<file path="config.mk">
export PLATFORM = sky130hd
export DESIGN_NAME = ysyx_24090018_idu_stage
export DESIGN_NICKNAME = d
export VERILOG_FILES = /design/src/rtl/ysyx_24090018_idu_stage_pkg.sv /design/src/rtl/ysyx_24090018_immgen.sv /design/src/rtl/ysyx_24090018_idu_stage.sv
export SDC_FILE = /design/constraint.sdc
export NUM_CORES = 1
export LEC_CHECK = 0
export CORE_ASPECT_RATIO = 1.25
export CORE_MARGIN = 2
export CORE_UTILIZATION = 25
export DETAILED_ROUTE_END_ITERATION = 10
export GPL_TIMING_DRIVEN = 0
export PLACE_DENSITY_LB_ADDON = 0.2
export SLEW_MARGIN = 40
export SYNTH_ARGS = -nofsm -noshare
export SYNTH_HDL_FRONTEND = slang
export SYNTH_HIERARCHICAL = 1
export SYNTH_SLANG_ARGS = --single-unit
</file>
<file path="constraint.sdc">
create_clock -name clk -period 7.26 [get_ports clk]
set_input_delay 1.452 -clock clk [delete_from_list [all_inputs] [get_ports clk]]
set_output_delay 1.452 -clock clk [all_outputs]
set_load 0.02 [all_outputs]
</file>
<file path="src/rtl/ysyx_24090018_idu_stage_pkg.sv">
// ============================================================================
// Module : ysyx_24090018_idu_stage_pkg
// Desc   : Shared defines for the decode stage: opcodes, ALU ops, imm formats.
// Rev    : 1.0
// ============================================================================
`default_nettype none

package ysyx_24090018_idu_stage_pkg;

    localparam logic [6:0] C_OPC_OP_IMM = 7'b0010011;
    localparam logic [6:0] C_OPC_OP     = 7'b0110011;
    localparam logic [6:0] C_OPC_LUI    = 7'b0110111;
    localparam logic [6:0] C_OPC_AUIPC  = 7'b0010111;
    localparam logic [6:0] C_OPC_JAL    = 7'b1101111;
    localparam logic [6:0] C_OPC_JALR   = 7'b1100111;
    localparam logic [6:0] C_OPC_BRANCH = 7'b1100011;
    localparam logic [6:0] C_OPC_LOAD   = 7'b0000011;
    localparam logic [6:0] C_OPC_STORE  = 7'b0100011;
    localparam logic [6:0] C_OPC_SYSTEM = 7'b1110011;

    localparam logic [31:0] C_INST_EBREAK = 32'h0010_0073;

    typedef enum logic [3:0] {
        ALU_ADD  = 4'd0,
        ALU_SUB  = 4'd1,
        ALU_SLL  = 4'd2,
        ALU_SLT  = 4'd3,
        ALU_SLTU = 4'd4,
        ALU_XOR  = 4'd5,
        ALU_SRL  = 4'd6,
        ALU_SRA  = 4'd7,
        ALU_OR   = 4'd8,
        ALU_AND  = 4'd9,
        ALU_PASS = 4'd10
    } alu_op_e;

    typedef enum logic [2:0] {
        IMM_I     = 3'd0,
        IMM_S     = 3'd1,
        IMM_B     = 3'd2,
        IMM_U     = 3'd3,
        IMM_J     = 3'd4,
        IMM_SHAMT = 3'd5
    } imm_fmt_e;

    // alt selects SUB / SRA (funct7[5])
    function automatic alu_op_e alu_decode(input logic [2:0] funct3, input logic alt);
        alu_op_e op;
        case (funct3)
            3'b000:  op = alt ? ALU_SUB : ALU_ADD;
            3'b001:  op = ALU_SLL;
            3'b010:  op = ALU_SLT;
            3'b011:  op = ALU_SLTU;
            3'b100:  op = ALU_XOR;
            3'b101:  op = alt ? ALU_SRA : ALU_SRL;
            3'b110:  op = ALU_OR;
            default: op = ALU_AND;
        endcase
        return op;
    endfunction

endpackage

`default_nettype wire

</file>
<file path="src/rtl/ysyx_24090018_immgen.sv">
// ============================================================================
// Module : ysyx_24090018_immgen
// Desc   : Combinational RISC-V immediate generator (I/S/B/U/J/shamt).
// Rev    : 1.0
// ============================================================================
`default_nettype none

module ysyx_24090018_immgen
    import ysyx_24090018_idu_stage_pkg::*;
#(
    parameter int DATA_WIDTH = 32
) (
    input  logic [31:7]           inst,
    input  logic [2:0]            fmt,
    output logic [DATA_WIDTH-1:0] imm
);

    logic [31:0] w_imm32;

    always_comb begin
        w_imm32 = '0;
        case (fmt)
            IMM_I:     w_imm32 = {{20{inst[31]}}, inst[31:20]};
            IMM_S:     w_imm32 = {{20{inst[31]}}, inst[31:25], inst[11:7]};
            IMM_B:     w_imm32 = {{19{inst[31]}}, inst[31], inst[7], inst[30:25], inst[11:8], 1'b0};
            IMM_U:     w_imm32 = {inst[31:12], 12'b0};
            IMM_J:     w_imm32 = {{11{inst[31]}}, inst[31], inst[19:12], inst[20], inst[30:21], 1'b0};
            IMM_SHAMT: w_imm32 = {27'b0, inst[24:20]};
            default:   w_imm32 = '0;
        endcase
    end

    assign imm = DATA_WIDTH'($signed(w_imm32));

endmodule

`default_nettype wire

</file>
<file path="src/rtl/ysyx_24090018_idu_stage.sv">
// ============================================================================
// Module : ysyx_24090018_idu_stage
// Desc   : Decode stage with one-deep output register; optional RV32E register
//          check enabled by YSYX_24090018_RV32E_EN.
// Rev    : 1.0
// ============================================================================
`default_nettype none

module ysyx_24090018_idu_stage #(
    parameter int DATA_WIDTH = 32,
    parameter int ADDR_WIDTH = 5
) (
    input  logic                  clk,
    input  logic                  rst,
    input  logic                  in_valid,
    output logic                  in_ready,
    input  logic [DATA_WIDTH-1:0] inst_i,
    input  logic [DATA_WIDTH-1:0] inst_addr_i,
    output logic [ADDR_WIDTH-1:0] rf_raddr1_o,
    output logic [ADDR_WIDTH-1:0] rf_raddr2_o,
    input  logic [DATA_WIDTH-1:0] rf_rdata1_i,
    input  logic [DATA_WIDTH-1:0] rf_rdata2_i,
    input  logic                  flush_i,
    output logic                  out_valid,
    input  logic                  out_ready,
    output logic [DATA_WIDTH-1:0] op1_o,
    output logic [DATA_WIDTH-1:0] op2_o,
    output logic [DATA_WIDTH-1:0] op1_jump_o,
    output logic [DATA_WIDTH-1:0] op2_jump_o,
    output logic [DATA_WIDTH-1:0] store_data_o,
    output logic [DATA_WIDTH-1:0] inst_addr_o,
    output logic [3:0]            alu_op_o,
    output logic [2:0]            funct3_o,
    output logic [ADDR_WIDTH-1:0] rf_waddr_o,
    output logic                  rf_we_o,
    output logic                  jump_flag_o,
    output logic                  branch_flag_o,
    output logic                  mem_re_o,
    output logic                  mem_we_o,
    output logic                  ebreak_o,
    output logic                  illegal_o
);

    import ysyx_24090018_idu_stage_pkg::*;

    localparam int C_PIPE_W = 6 * DATA_WIDTH + 4 + 3 + ADDR_WIDTH + 7;

    logic [6:0]            w_opcode;
    logic [2:0]            w_funct3;
    logic [4:0]            w_rs1, w_rs2, w_rd;
    imm_fmt_e              w_imm_fmt;
    logic [DATA_WIDTH-1:0] w_imm;
    logic                  w_use_rs1, w_use_rs2, w_use_rd, w_known, w_reg_bad, w_illegal;
    logic [DATA_WIDTH-1:0] w_op1, w_op2, w_op1j, w_op2j, w_sd;
    alu_op_e               w_alu;
    logic [2:0]            w_f3;
    logic                  w_jump, w_branch, w_mre, w_mwe, w_ebreak, w_rf_we;
    logic [ADDR_WIDTH-1:0] w_waddr;
    logic [C_PIPE_W-1:0]   w_dec;
    logic [C_PIPE_W-1:0]   r_pipe;
    logic                  r_valid;
    logic                  w_accept;

    assign w_opcode = inst_i[6:0];
    assign w_funct3 = inst_i[14:12];
    assign w_rs1    = inst_i[19:15];
    assign w_rs2    = inst_i[24:20];
    assign w_rd     = inst_i[11:7];

    ysyx_24090018_immgen #(
        .DATA_WIDTH (DATA_WIDTH)
    ) u_immgen (
        .inst (inst_i[31:7]),
        .fmt  (w_imm_fmt),
        .imm  (w_imm)
    );

    always_comb begin
        w_imm_fmt = IMM_I;
        w_use_rs1 = 1'b0;
        w_use_rs2 = 1'b0;
        w_use_rd  = 1'b0;
        w_known   = 1'b1;
        w_op1     = '0;
        w_op2     = '0;
        w_op1j    = '0;
        w_op2j    = '0;
        w_sd      = '0;
        w_alu     = ALU_ADD;
        w_f3      = '0;
        w_jump    = 1'b0;
        w_branch  = 1'b0;
        w_mre     = 1'b0;
        w_mwe     = 1'b0;
        w_ebreak  = 1'b0;
        case (w_opcode)
            C_OPC_OP_IMM: begin
                // SLLI/SRLI/SRAI carry a 5-bit shamt, not a signed immediate
                w_imm_fmt = (w_funct3[1:0] == 2'b01) ? IMM_SHAMT : IMM_I;
                w_use_rs1 = 1'b1;
                w_use_rd  = 1'b1;
                w_op1     = rf_rdata1_i;
                w_op2     = w_imm;
                w_alu     = alu_decode(w_funct3, inst_i[30] && (w_funct3 == 3'b101));
                w_f3      = w_funct3;
            end
            C_OPC_OP: begin
                w_use_rs1 = 1'b1;
                w_use_rs2 = 1'b1;
                w_use_rd  = 1'b1;
                w_op1     = rf_rdata1_i;
                w_op2     = rf_rdata2_i;
                w_alu     = alu_decode(w_funct3, inst_i[30]);
                w_f3      = w_funct3;
            end
            C_OPC_LUI: begin
                w_imm_fmt = IMM_U;
                w_use_rd  = 1'b1;
                w_op1     = w_imm;
            end
            C_OPC_AUIPC: begin
                w_imm_fmt = IMM_U;
                w_use_rd  = 1'b1;
                w_op1     = w_imm;
                w_op2     = inst_addr_i;
            end
            C_OPC_JAL: begin
                w_imm_fmt = IMM_J;
                w_use_rd  = 1'b1;
                w_op1     = inst_addr_i;
                w_op2     = DATA_WIDTH'(32'd4);
                w_op1j    = inst_addr_i;
                w_op2j    = w_imm;
                w_jump    = 1'b1;
            end
            C_OPC_JALR: begin
                w_use_rs1 = 1'b1;
                w_use_rd  = 1'b1;
                w_op1     = inst_addr_i;
                w_op2     = DATA_WIDTH'(32'd4);
                w_op1j    = rf_rdata1_i;
                w_op2j    = w_imm;
                w_jump    = 1'b1;
                w_f3      = w_funct3;
            end
            C_OPC_BRANCH: begin
                w_imm_fmt = IMM_B;
                w_use_rs1 = 1'b1;
                w_use_rs2 = 1'b1;
                w_op1     = rf_rdata1_i;
                w_op2     = rf_rdata2_i;
                w_op1j    = inst_addr_i;
                w_op2j    = w_imm;
                w_branch  = 1'b1;
                w_alu     = ALU_SUB;
                w_f3      = w_funct3;
            end
            C_OPC_LOAD: begin
                w_use_rs1 = 1'b1;
                w_use_rd  = 1'b1;
                w_op1     = rf_rdata1_i;
                w_op2     = w_imm;
                w_mre     = 1'b1;
                w_f3      = w_funct3;
            end
            C_OPC_STORE: begin
                w_imm_fmt = IMM_S;
                w_use_rs1 = 1'b1;
                w_use_rs2 = 1'b1;
                w_op1     = rf_rdata1_i;
                w_op2     = w_imm;
                w_sd      = rf_rdata2_i;
                w_mwe     = 1'b1;
                w_f3      = w_funct3;
            end
            C_OPC_SYSTEM: begin
                // Only EBREAK is implemented; other SYSTEM encodings trap as illegal
                w_ebreak  = (inst_i[31:0] == C_INST_EBREAK);
                w_known   = w_ebreak;
                w_f3      = w_funct3;
            end
            default: w_known = 1'b0;
        endcase
    end

`ifdef YSYX_24090018_RV32E_EN
    assign w_reg_bad = (w_use_rs1 && w_rs1[4]) || (w_use_rs2 && w_rs2[4]) || (w_use_rd && w_rd[4]);
`else
    assign w_reg_bad = 1'b0;
`endif

    assign w_illegal   = !w_known || w_reg_bad;
    assign w_rf_we     = w_use_rd && (w_rd != 5'd0);
    assign w_waddr     = w_use_rd  ? ADDR_WIDTH'(w_rd)  : '0;
    assign rf_raddr1_o = w_use_rs1 ? ADDR_WIDTH'(w_rs1) : '0;
    assign rf_raddr2_o = w_use_rs2 ? ADDR_WIDTH'(w_rs2) : '0;

    // An illegal instruction carries nothing but its illegal flag
    assign w_dec = w_illegal ? {{(C_PIPE_W-1){1'b0}}, 1'b1}
                             : {w_op1, w_op2, w_op1j, w_op2j, w_sd, inst_addr_i,
                                w_alu, w_f3, w_waddr,
                                w_rf_we, w_jump, w_branch, w_mre, w_mwe, w_ebreak, 1'b0};

    assign in_ready  = !r_valid || out_ready;
    assign w_accept  = in_valid && in_ready;
    assign out_valid = r_valid;

    always_ff @(posedge clk or posedge rst) begin
        if (rst) begin
            r_valid <= 1'b0;
            r_pipe  <= '0;
        end else if (flush_i) begin
            r_valid <= 1'b0;
            r_pipe  <= '0;
        end else if (w_accept) begin
            r_valid <= 1'b1;
            r_pipe  <= w_dec;
        end else if (out_ready) begin
            r_valid <= 1'b0;
        end
    end

    assign {op1_o, op2_o, op1_jump_o, op2_jump_o, store_data_o, inst_addr_o,
            alu_op_o, funct3_o, rf_waddr_o,
            rf_we_o, jump_flag_o, branch_flag_o, mem_re_o, mem_we_o, ebreak_o, illegal_o} = r_pipe;

endmodule

`default_nettype wire

</file>
==> qor.txt, run 1 <==
fillers = 3,850
top post-synthesis cells by area = dfrtp_1 (55%), a22o_1 (6.8%), a222oi_1 (6.5%)
DRC = 0
reg2reg end = r_pipe[51]
Crit Path Max Fanout = 10
fraction of layout cells with a size suffix above 1 = 9.461%
crit path cell chain = clkdlybuf4s50_1 -> buf_2 -> and3b_1 -> nand2_1 -> nor2_1 -> nor2_1 -> nor2b_1 -> clkdlybuf4s50_1
HPWL Detailed = 35.54 mm
Critical Path Start Type = input pin
WP data arrival = 4.44 ns
CP Depth = 8
CTS Sinks = 212
Synth Flop Type = dfrtp_1
critical path's slowest cell = clkdlybuf4s50_1
IO buf count = 354
root buffer cell = clkbuf_16
#FFs+latches synth = 212
register area = 5305 sq um
multi-input logic area = 3867 sq um
Synth cell types = 59
Worst-Skew Late Latency = 0.54 ns
Buf/Inv on CP = 3
Crit. Startpoint = inst_i[6]
worst endpoint required time = 5.81 ns
non-filler instance count after layout = 1,779
sequential share of the synthesized area = 54.77%
pin count of the biggest net entering global routing = 75
DIE AREA = 40,340 sq um
Starting Density = 25.33%
leakage power = 0.005983 uW
clock period minus worst slack = 5.895 ns
# IOs = 356
Max Cap Viol = 0
worst setup slack after layout = 1.365 ns
RSZ-0062 raised after global routing = false
Hold Path Class = register to register
Final Instance Area = 14,740 sq um
DR iter-0 viols = 1,006
vias in the first global route = 9,715
Die Wd = 180.1 microns
setup slack, reg-to-reg = 4.46 ns
asr flop ratio synth = 100.0%
Post-synth EDFFs = 0
Area growth, synth to finish = 52.14%
Routability Congestion = 0.9167
pwr dens = 184.0 nW/um^2
routed vias = 9,505
dpl ws = 1.419 ns
Mapped Cells = 879
standard-cell row count = 80
Detailed Route WL = 46.44 mm
largest area contributor in the netlist = dfrtp_1
gr usage total = 22.35%
critical path class = input pin to primary output
grt ovf = 0
Synth Cell Area = 9686 sq um
Core ar. = 38,240 sq um
CP max stage delay = 0.68 ns
Max rail drop VDD = 0.1483 mV
post-cts resize count = 0
DR WL/cell = 26.11 microns
R2R Path Start = out_valid
Die Y-Extent = 224.1 microns
antenna viol nets, final = 0
CTS tree = built
relative slew slack = 42.18%
hold-fix buffer count after cts = 0
Final Max Slew Viols = 0
initial antenna violation count = 9
vias per cell = 5.343
DP Cell Count = 1,728
Cell Area, Placed = 13,940 sq um
status = completed
cell family with most CP delay = simple AND/OR/NAND/NOR gates
Hold Vio Cnt, Final = 0
first-pass GRT wire length = 67.29 mm
clk_skew = 0.02273 ns
post-CTS setup buffer count = 0
Mean Syn Cell Area = 11.02 sq um
final setup violation count = 0
Final Cycle Share = 81.19%
fin nets = 1,396
Syn Nets = 1,012
Clock Tree Buf Depth = 3
Synth top area share = 54.77%
clk slew on worst S/H paths = 0.06 ns
Peak Freq = 0.1696 GHz
CP endpoint kind = primary output
Worst setup endpoint = rf_raddr1_o[1]
total number of yosys warnings = 6
TritonRoute pass-1 iters = 10
CTS H-Tree Depth = 1
Worst-Margin Slew = 0.8621 ns
CTS buffer count = 25
cell depth of the worst flop-to-flop path = 7
## metal layers
layer | track usage [%] | vias to the layer above | share of wire (%)
li1 | - | 4173 | -
met1 | 27.34 | 4834 | 40
met2 | 38.96 | 419 | 50
met3 | 3.317 | 79 | 5.7
met4 | 10.04 | 0 | 4.1
met5 | 0 | - | 0
## placed cells by master, fill, tap and decap left out, types with 3 or more instances in the layout
master           netlist  layout
clkbuf_2               1       4
nand2_1              108     108
a22o_2                30      30
buf_4                  3       3
a22oi_1               32      32
nand2b_1               6       6
o32ai_1                5       5
nor2b_1                9       9
nor4_1                 3       3
a32o_1                 6       6
o21ai_0              103     103
o211ai_1               3       3
inv_1                 23      22
a22o_1                75      75
buf_16                 0       3
clkdlybuf4s50_1        0     354
nand4_1               10      10
diode_2                0       8
or4bb_1                5       5
a222oi_1              63      63
clkbuf_1              64      65
dfrtp_1              212     212
a211oi_1               3       3
nand4b_1               8       8
nand4bb_1              4       4
and3_1                 5       5
clkinv_2               0       7
clkbuf_16              0      25
buf_6                  8       8
buf_2                 13      13
clkbuf_8               0       4
o32ai_2               10      10
a21oi_1                7       7
nor2_1                24      24
## logic make-up after synthesis
logic type                 share of synthesized area (%)
xor gates and xnor gates                          0.1809
buffers and inverters                              5.296
DFF                                                54.77
and+or+nand+nor                                    10.62
adders and majority gates                         0.1421
muxes                                             0.2067
AOI/OAI and AO/OA                                  28.78
## Yosys cell counts (all sizes together), types with 10 or more instances
library cell / count
a222oi: 63
a22o: 105
a22oi: 32
buf: 25
clkbuf: 65
dfrtp: 212
inv: 23
nand2: 108
nand4: 10
nor2: 24
o21ai: 103
o32ai: 15
## area by class of cell
| cell class | count | area share (%) |
|---|---|---|
| diodes | 8 | 0.1359 |
| plain buffers | 90 | 2.921 |
| clock buffers | 33 | 4.721 |
| clock inverters | 10 | 0.5519 |
| inverters | 23 | 0.6368 |
| multi-input cells | 554 | 26.25 |
| flip-flops and latches | 212 | 36.00 |
| well taps | 492 | 4.178 |
| repair buffers | 357 | 24.61 |
## flip-flops by register name, indices dropped and copies added, names as in the netlist
| name | flops |
|---|---|
| out_valid | 1 |
| r_pipe | 211 |
## worst min-delay path, delay by kind of cell, from the launching register on
family | cells | cell delay (ns)
AOI/OAI and AO/OA | 1 | 0.06
and+or+nand+nor | 1 | 0.05
DFF | 1 | 0.34
## power breakdown
part / switching [uW] / leakage [uW] / internal [uW]
Combinational: 182 / 0.00264 / 114
Clock: 516 / 0.000388 / 706
Sequential: 4.57 / 0.00296 / 1190
## per-stage QoR
step / utilization, % / TNS (ns) / total power, uW / hold WS (ns)
6_report: 38.54 / 0 / 2712 / 0.4788
5_1_grt: 38.54 / 0 / 2812 / 0.4952
4_1_cts: 38.48 / 0 / 2749 / 0.4833
3_5_place_dp: 36.45 / 0 / 1514 / 0.4693
3_3_place_gp: 36.21 / -701.91 / 1507 / 0.4633
2_1_floorplan: - / 0 / 1323 / 0.5900
## worst min-delay path by stage
stage | startpoint | to | slack (ns) | cells past startpoint
floorplan | r_pipe[115] | r_pipe[115] | 0.59 | 2
global placement | r_pipe[160] | r_pipe[160] | 0.46 | 2
detailed placement | r_pipe[183] | r_pipe[183] | 0.47 | 2
CTS | r_pipe[179] | r_pipe[179] | 0.48 | 2
global route | r_pipe[158] | r_pipe[158] | 0.50 | 2
finish | r_pipe[208] | r_pipe[208] | 0.48 | 2
Note: power is estimated with default switching activity, not from simulation.
==> inputs of run 2 (changes only) <==
==> constraint.sdc (replaced) <==
create_clock -name clk -period 5.4 [get_ports clk]
set_input_delay 1.08 -clock clk [delete_from_list [all_inputs] [get_ports clk]]
set_output_delay 1.08 -clock clk [all_outputs]
set_load 0.02 [all_outputs]
==> qor.txt, run 2 (same netlist as run 1, synthesis figures left out) <==
status = completed
HPWL Detailed = 36.00 mm
Hold Path Class = register to register
Crit Path Max Fanout = 10
metal3 WL = 2.988 mm
post-CTS setup buffer count = 0
Final Cycle Share = 95.61%
Starting Density = 25.33%
Top reg by flops = r_pipe
Area growth, synth to finish = 54.13%
clk slew on worst S/H paths = 0.06 ns
Worst-Skew Late Latency = 0.55 ns
post-cts resize count = 0
TritonRoute pass-1 iters = 10
# IOs = 356
Crit. Startpoint = inst_i[6]
hold-fix buffer count after cts = 0
critical path's slowest cell = clkdlybuf4s50_1
Core ar. = 38,240 sq um
Hold Vio Cnt, Final = 0
initial antenna violation count = 5
DR top layer = met4
Critical Path Start Type = input pin
CTS H-Tree Depth = 1
clock period minus worst slack = 5.163 ns
Peak Freq = 0.1937 GHz
vias in the first global route = 9,563
final setup violation count = 0
register area = 5305 sq um
CTS tree = built
CP max stage delay = 0.67 ns
CP endpoint kind = primary output
worst endpoint required time = 4.32 ns
CP Depth = 8
CTS Sinks = 212
clk_skew = 0.02390 ns
crit path cell chain = clkdlybuf4s50_1 -> buf_2 -> and3b_1 -> nand2_1 -> nor2_1 -> nor2_1 -> nor2b_1 -> clkdlybuf4s50_1
cell family with most CP delay = simple AND/OR/NAND/NOR gates
Clock Tree Buf Depth = 3
Routability Congestion = 0.9299
IO buf count = 354
P_sw = 973.6 uW
commonest non-fill, non-tap cell in the layout = clkdlybuf4s50_1
routed vias = 9,527
root buffer cell = clkbuf_16
sw frac = 25.91%
critical path class = input pin to primary output
R2R Path Start = out_valid
first-pass GRT wire length = 66.74 mm
Detailed Route WL = 46.62 mm
DR iter-0 viols = 997
gr usage total = 22.24%
multi-input logic area = 3867 sq um
Max rail drop VDD = 0.1881 mV
WP data arrival = 4.08 ns
grt ovf = 0
cell depth of the worst flop-to-flop path = 7
fraction of layout cells with a size suffix above 1 = 10.26%
standard-cell row count = 80
commonest cells after routing, fill and taps aside = clkdlybuf4s50_1 (354), dfrtp_1 (212), nand2_1 (108)
RSZ-0062 raised after global routing = false
Die Wd = 180.1 microns
Worst-Margin Slew = 0.7857 ns
Cell Area, Placed = 14,080 sq um
Buf/Inv on CP = 3
Worst setup endpoint = rf_raddr1_o[1]
vias per cell = 5.337
CTS buffer count = 25
reg2reg end = r_pipe[51]
Finished Core Util = 39.04%
relative slew slack = 46.79%
DR WL/cell = 26.12 microns
Die Y-Extent = 224.1 microns
leakage power = 0.006071 uW
Comb power frac = 11.0%
Final Max Slew Viols = 0
Internal = 2785 uW
antenna viol nets, final = 0
routed length on met1 = 18.66 mm
share of total power in the clock network = 46.3%
DRC = 0
setup slack, reg-to-reg = 2.57 ns
fin nets = 1,403
Final Instance Area = 14,930 sq um
min-delay src = r_pipe[160]
pwr dens = 251.8 nW/um^2
fillers = 3,839
DIE AREA = 40,340 sq um
Max Cap Viol = 0
metal2 WL = 23.29 mm
pin count of the biggest net entering global routing = 25
sequential share of power = 42.7%
max reg flops = 211
-- run 2: cell count changes in the layout (fill, tap and decap cells not counted) --
| cell | change |
|---|---|
| clkbuf_1 | -3 |
| bufinv_16 | +1 |
| buf_12 | +6 |
| inv_8 | -1 |
| diode_2 | -2 |
| clkinvlp_4 | +2 |
| buf_16 | +1 |
| clkbuf_8 | +2 |
-- run 2: worst min path at each step --
stage                  end  slack, ns  depth (start not counted)
2_1_floorplan  r_pipe[115]       0.59                          2
3_3_place_gp   r_pipe[160]       0.46                          2
3_5_place_dp   r_pipe[151]       0.47                          2
4_1_cts        r_pipe[151]       0.48                          2
5_1_grt        r_pipe[198]       0.50                          2
6_report       r_pipe[160]       0.48                          2
-- run 2: final cells by class --
class                   count  share of cell area (%)
well taps                 492                   4.124
clock buffers              32                   4.769
flip-flops and latches    212                   35.54
plain buffers              90                   2.883
inverters                  23                  0.6035
diodes                      6                  0.1006
clock inverters            12                  0.7962
repair buffers            364                   25.28
multi-input cells         554                   25.91
-- run 2: routing by layer --
layer  track usage (%)  up-vias
li1                  -     4195
met1             27.68     4819
met2             38.43      430
met3             3.804       83
met4             8.689        0
met5                 0        -
-- run 2: power by group through the flow --
stage	Clock, uW	Sequential (uW)	Combinational [uW]
2_1_floorplan	0	1650	131
3_3_place_gp	0	1640	392
3_5_place_dp	0	1630	414
4_1_cts	1770	1610	415
5_1_grt	1840	1610	439
6_report	1740	1610	412
-- run 2: stage by stage --
step           total power (uW)  cells  TNS [ns]  hold slack [ns]  worst slack [ns]
2_1_floorplan              1779    879         0           0.5900             1.564
3_3_place_gp               2027   1725    -76.74           0.4619           -0.4000
5_1_grt                    3882   1784         0           0.4961            0.1355
3_5_place_dp               2048   1735         0           0.4693            0.2600
4_1_cts                    3792   1779         0           0.4824            0.2972
6_report                   3758   1785         0           0.4794            0.2373
-- run 2: worst reg2reg max path, cell delays in order, from the launching register on --
cell	delay, ns
dfrtp_1	0.39
nand2b_1	0.15
nand2_1	0.09
nor2_1	0.53
and3_1	0.26
clkbuf_1	0.48
clkbuf_1	0.61
a22o_1	0.24
